`config.mk`:
```
export PLATFORM = sky130hd
export DESIGN_NAME = reg_scoreboard
export DESIGN_NICKNAME = d
export VERILOG_FILES = /design/src/rtl/pipe_pkg.sv /design/src/rtl/sb_counter.sv /design/src/rtl/reg_scoreboard.sv
export SDC_FILE = /design/constraint.sdc
export NUM_CORES = 1
export LEC_CHECK = 0
export ABC_AREA = 1
export CAP_MARGIN = 5
export CORE_MARGIN = 4
export CORE_UTILIZATION = 27
export CTS_CLUSTER_SIZE = 30
export DETAILED_ROUTE_END_ITERATION = 8
export HOLD_SLACK_MARGIN = 0.05
export PLACE_DENSITY_LB_ADDON = 0.12
export SYNTH_ARGS = -nofsm -noshare
export SYNTH_HDL_FRONTEND = slang
export SYNTH_SLANG_ARGS = --single-unit
```
`constraint.sdc`:
```
create_clock -name clk -period 2.6 [get_ports clk]
set_clock_uncertainty 0.2 [all_clocks]
set_input_delay 0.26 -clock clk [delete_from_list [all_inputs] [get_ports clk]]
set_output_delay 0.26 -clock clk [all_outputs]
set_load 0.01 [all_outputs]
```
`src/rtl/pipe_pkg.sv`:
```
// Register-file constants and index type shared by the scoreboard, register file and forwarding logic.
// Registers CONST_LO and CONST_HI are hard-wired constants and never carry in-flight writes.
// Pure declarations: no latency and no flow control.
package pipe_pkg;

    localparam int NREG     = 8;
    localparam int AW       = 3;
    localparam int CNT_W    = 2;
    localparam int CONST_LO = 0;
    localparam int CONST_HI = 7;

    typedef logic [AW-1:0] reg_idx_t;

    function automatic logic is_tracked(input reg_idx_t r);
        return (r != reg_idx_t'(CONST_LO)) && (r != reg_idx_t'(CONST_HI));
    endfunction

endpackage

```
`src/rtl/sb_counter.sv`:
```
// Counts in-flight writes to one register, with zero and at_max flags.
// Latency: the count updates on the clock edge and the flags follow it. The count saturates at both ends.
// Backpressure: the issuer must not inc at_max. A dec while the count is zero is ignored.
module sb_counter #(
    parameter int W = 2
) (
    input  logic clk,
    input  logic rst,
    input  logic inc,
    input  logic dec,
    output logic zero,
    output logic at_max
);

    logic [W-1:0] cnt;
    logic         do_inc;
    logic         do_dec;

    assign zero   = (cnt == '0);
    assign at_max = &cnt;
    assign do_inc = inc && !at_max;
    assign do_dec = dec && !zero;

    always_ff @(posedge clk) begin
        if (rst) begin
            cnt <= '0;
        end else if (do_inc && !do_dec) begin
            cnt <= cnt + 1'b1;
        end else if (do_dec && !do_inc) begin
            cnt <= cnt - 1'b1;
        end
    end

endmodule

```
`src/rtl/reg_scoreboard.sv`:
```
// In-order issue scoreboard: stalls on RAW hazards against in-flight writes and on counter overflow.
// Latency: stall is combinational from the registered counts. pend_mask follows an issue or writeback by 1 cycle.
// Backpressure: stall holds decode, and issue_accept = issue_valid && !stall.
module reg_scoreboard
    import pipe_pkg::*;
(
    input  logic            clk,
    input  logic            rst,
    input  logic            issue_valid,
    input  logic [AW-1:0]   issue_ra,
    input  logic [AW-1:0]   issue_rb,
    input  logic            issue_uses_ra,
    input  logic            issue_uses_rb,
    input  logic [AW-1:0]   issue_rd,
    input  logic            issue_writes_rd,
    output logic            stall,
    output logic            issue_accept,
    input  logic            wb_valid,
    input  logic [AW-1:0]   wb_rd,
    output logic [NREG-1:0] pend_mask,
    output logic            busy,
    output logic            wb_err
);

    logic [NREG-1:0] zero;
    logic [NREG-1:0] at_max;
    logic            raw_a;
    logic            raw_b;
    logic            ovf;

    for (genvar i = 0; i < NREG; i++) begin : g_reg
        if (i != CONST_LO && i != CONST_HI) begin : g_trk
            logic inc;
            logic dec;
            assign inc = issue_accept && issue_writes_rd && (issue_rd == AW'(i));
            assign dec = wb_valid && (wb_rd == AW'(i));
            sb_counter #(.W(CNT_W)) u_cnt (
                .clk    (clk),
                .rst    (rst),
                .inc    (inc),
                .dec    (dec),
                .zero   (zero[i]),
                .at_max (at_max[i])
            );
        end else begin : g_const
            assign zero[i]   = 1'b1;
            assign at_max[i] = 1'b0;
        end
    end

    // Only the registered counts are used here. A writeback in this cycle releases the reader in the next cycle,
    // when the register file has committed the value.
    always_comb begin
        raw_a        = issue_uses_ra && is_tracked(issue_ra) && !zero[issue_ra];
        raw_b        = issue_uses_rb && is_tracked(issue_rb) && !zero[issue_rb];
        ovf          = issue_writes_rd && is_tracked(issue_rd) && at_max[issue_rd];
        stall        = issue_valid && (raw_a || raw_b || ovf);
        issue_accept = issue_valid && !stall;
    end

    assign pend_mask = ~zero;
    assign busy      = |pend_mask;

    always_ff @(posedge clk) begin
        if (rst) begin
            wb_err <= 1'b0;
        end else if (wb_valid && is_tracked(wb_rd) && zero[wb_rd]) begin
            wb_err <= 1'b1;
        end
    end

endmodule
```
==> results.cfg <==
[floorplanning]
die-area_sq_um = 5242
initial_utilization = 0.2799
die-height_microns = 72.40
core_sq_um = 4000
rows = 23
io_pins = 31
die_w_microns = 72.40

[setup_path]
endpoint_kind = flop
critPathKind = primary input to flop
cp.required_ps = 2600
cp_max_fo = 6
crit_arrival_ps = 2400
r2r_end = g_reg[1].g_trk.u_cnt.cnt[1]$_SDFFE_PP0P_
reg2reg_slack_ps = 230
worstSetupStartpointType = primary input
r2r_start = g_reg[2].g_trk.u_cnt.cnt[1]$_SDFFE_PP0P_
reg2reg_depth = 14

[power_and_ir_drop]
clockPowerShare = 0.339
power_frac_comb = 0.289
switchingPower_uw = 169.2
pwr_density_cell_nw_per_um2 = 347.0
power_uw = 564.0
vdd_drop_max_mv = 0.2510
p_seq_frac = 0.371
power.internal_uw = 394.8
p_leak_uw = 0.0007495
p_sw_frac = 0.3000

[finish]
syn_to_final_growth_pct = 45.14
antenna_cells = 0
drive_gt1_frac = 0.1754
n_fill_cell = 452
layout.cells.non_filler = 278
multi_input_area_sq_um = 753.2
nets = 254
seq_area_sq_um = 260.3

[sta]
min_period_ps = 2406
final_critical_path_setup_slack_ps = 193.7
hold_ws_ps = 256.6
setup_viol = 0
clock.fmax_mhz = 415.6
relSlewSlack = 0.6664
final_hold_viol_count = 0
maxSlewViolCount = 0
fin_crit_sh = 0.9255
worstMarginPinSlew_ps = 498.8
rsz0062_at_grt = false

[logic_synthesis]
synthCells = 186
yosysSeqAreaShare = 0.2324
syn_area_sq_um = 1120
syn_area_per_cell_sq_um = 6.021
yosysWarningCount = 0
synth_seq_cells = 13
netlist-cell-type-count = 25

[placement]
hpwl_microns = 2572
gp_congestion = 0.7365
place_ws_ps = -146.7
io_buffers = 28
place_inst = 272

[grt]
grtUsageTotal = 0.1309
grt_overflow = 0
antenna_found_initial = 0
grt_first_pass_wirelength_microns = 5471
grt_pass1_vias = 1228
grt_max_degree = 14

[routing]
wl_per_cell_microns = 11.41
drtPass1Iterations = 4
drt_iter0_drc = 50
drcViolationCount = 0
viasPerCell = 4.518
drt_wl_total_microns = 3172
drtAntennaViolNets = 0
via_count = 1256

[min_path]
hold_path_end = wb_err$_SDFFE_PP0P_
hp-start = wb_err$_SDFFE_PP0P_
whs_path_depth = 2
hold_class = flop to flop

[job]
maxCapViolCount = 0

[cts]
cts.path.max_buffers = 2
htreeDepth = 1
cts_buffers = 3
clock_latency_ps = 250
cts_tree = done
cts.clk_slew.worst_paths_ps = 60
cts-root-buf = clkbuf_8
holdBufCountCts = 0
cts.sinks = 13

[outcome]
status = completed
## cell usage after synthesis
cell / instances / area, sq um
inv_2: 5 / 18.77
o21bai_1: 6 / 45.04
o22ai_1: 2 / 12.51
clkinv_1: 1 / 3.750
nand2_1: 36 / 135.1
nand4_1: 2 / 12.51
nand2_4: 1 / 11.26
a21oi_1: 23 / 115.1
nor4_1: 1 / 6.260
nand3_2: 1 / 10.01
nor2_2: 2 / 12.51
nor2_1: 18 / 67.56
nand2_2: 2 / 12.51
nand3_1: 15 / 75.07
buf_4: 2 / 15.01
conb_1: 1 / 3.750
or2_2: 1 / 6.260
nand3b_1: 1 / 7.510
inv_1: 28 / 105.1
o21ai_0: 11 / 55.05
ha_1: 6 / 75.07
clkbuf_1: 1 / 3.750
o21a_1: 6 / 45.04
nor3_1: 1 / 5.000
dfxtp_1: 13 / 260.3
## worst max-delay path, stage by stage
cell and delay [ps]:
clkdlybuf4s50_1 450, inv_2 120, nand2_1 80, nor2_2 130
nor2_1 50, nand3_1 70, nand2_1 60, nor2_2 150
nand3_4 130, nor2_2 110, ha_1 260, a21oi_1 110
o21ai_0 130, a21oi_1 160, o21a_1 140
## state kept, by name (all words and copies together) (netlist names)
name               flops
g.g_trk.u_cnt.cnt     12
wb_err                 1
## power by group through the flow
| stage | logic (uW) | registers [uW] | clock network [uW] |
|---|---|---|---|
| final | 163 | 209 | 191 |
| after CTS | 157 | 209 | 196 |
| after detailed placement | 157 | 213 | 0 |
| after floorplan | 79.1 | 213 | 0 |
| after global routing | 184 | 210 | 203 |
| after global placement | 158 | 213 | 0 |
## cells in the final DEF, fill, tap and decap left out, types with 2 or more instances in the layout
cell type and instances:
a21oi_1 22, buf_4 12, clkbuf_8 3, clkdlybuf4s50_1 24, conb_1 2, dfxtp_1 13, dlymetal6s2s_1 3, ha_1 6
inv_1 24, inv_2 9, nand2_1 35, nand2_2 3, nand3_1 15, nand4_1 2, nor2_1 11, nor2_2 8
o21a_1 6, o21ai_0 7, o21ai_1 4, o21bai_1 6, o22ai_1 2
## metal layers
| layer | up-vias | GRT usage | share of wire |
|---|---|---|---|
| li1 | 686 | - | - |
| met1 | 550 | 0.1622 | 0.47 |
| met2 | 16 | 0.2326 | 0.50 |
| met3 | 4 | 0.02909 | 0.032 |
| met4 | 0 | 0.02459 | 0.0054 |
| met5 | - | 0 | 0 |
## worst max path at each step
stage	from	end	slack, ps	cells past startpoint
after floorplan	g_reg[1].g_trk.u_cnt.cnt[0]$_SDFFE_PP0P_	g_reg[2].g_trk.u_cnt.cnt[1]$_SDFFE_PP0P_	540	16
after global placement	issue_rb[0]	g_reg[5].g_trk.u_cnt.cnt[1]$_SDFFE_PP0P_	-110	14
after detailed placement	issue_rb[0]	g_reg[4].g_trk.u_cnt.cnt[1]$_SDFFE_PP0P_	-150	14
after CTS	issue_rd[0]	stall	40	12
after global routing	issue_rd[1]	g_reg[6].g_trk.u_cnt.cnt[1]$_SDFFE_PP0P_	0.05	15
final	issue_rd[1]	g_reg[1].g_trk.u_cnt.cnt[1]$_SDFFE_PP0P_	190	15
## timing repair
action,4_1_cts,5_1_grt
buffers inserted,0,2
resized for setup,2,21
pin swaps,0,3
hold endpoints to repair,0,0
setup endpoints to repair,2,7
## kinds of logic after synthesis
group	Yosys count	share of synthesized area
compound gates	48	0.2436
fa+ha+maj	6	0.06704
buf+inv	37	0.1307
flops	13	0.2324
other cells	1	0.003349
simple gates	81	0.3229
## cell type report
cell class	count	area share
flip-flops and latches	13	0.1601
repair buffers	40	0.2317
multi-input cells	137	0.4634
inverters	34	0.07852
clock buffers	4	0.02771
well taps	50	0.03849
## per-stage QoR
stage            util  TNS, ps  instance area [sq um]
2_1_floorplan       -        0                   1124
3_3_place_gp   0.3807   -553.3                   1523
3_5_place_dp   0.3807   -645.7                   1523
4_1_cts        0.3922        0                   1569
5_1_grt        0.4063        0                   1625
6_report       0.4063        0                   1625
Power figures use the tool's default switching activity.
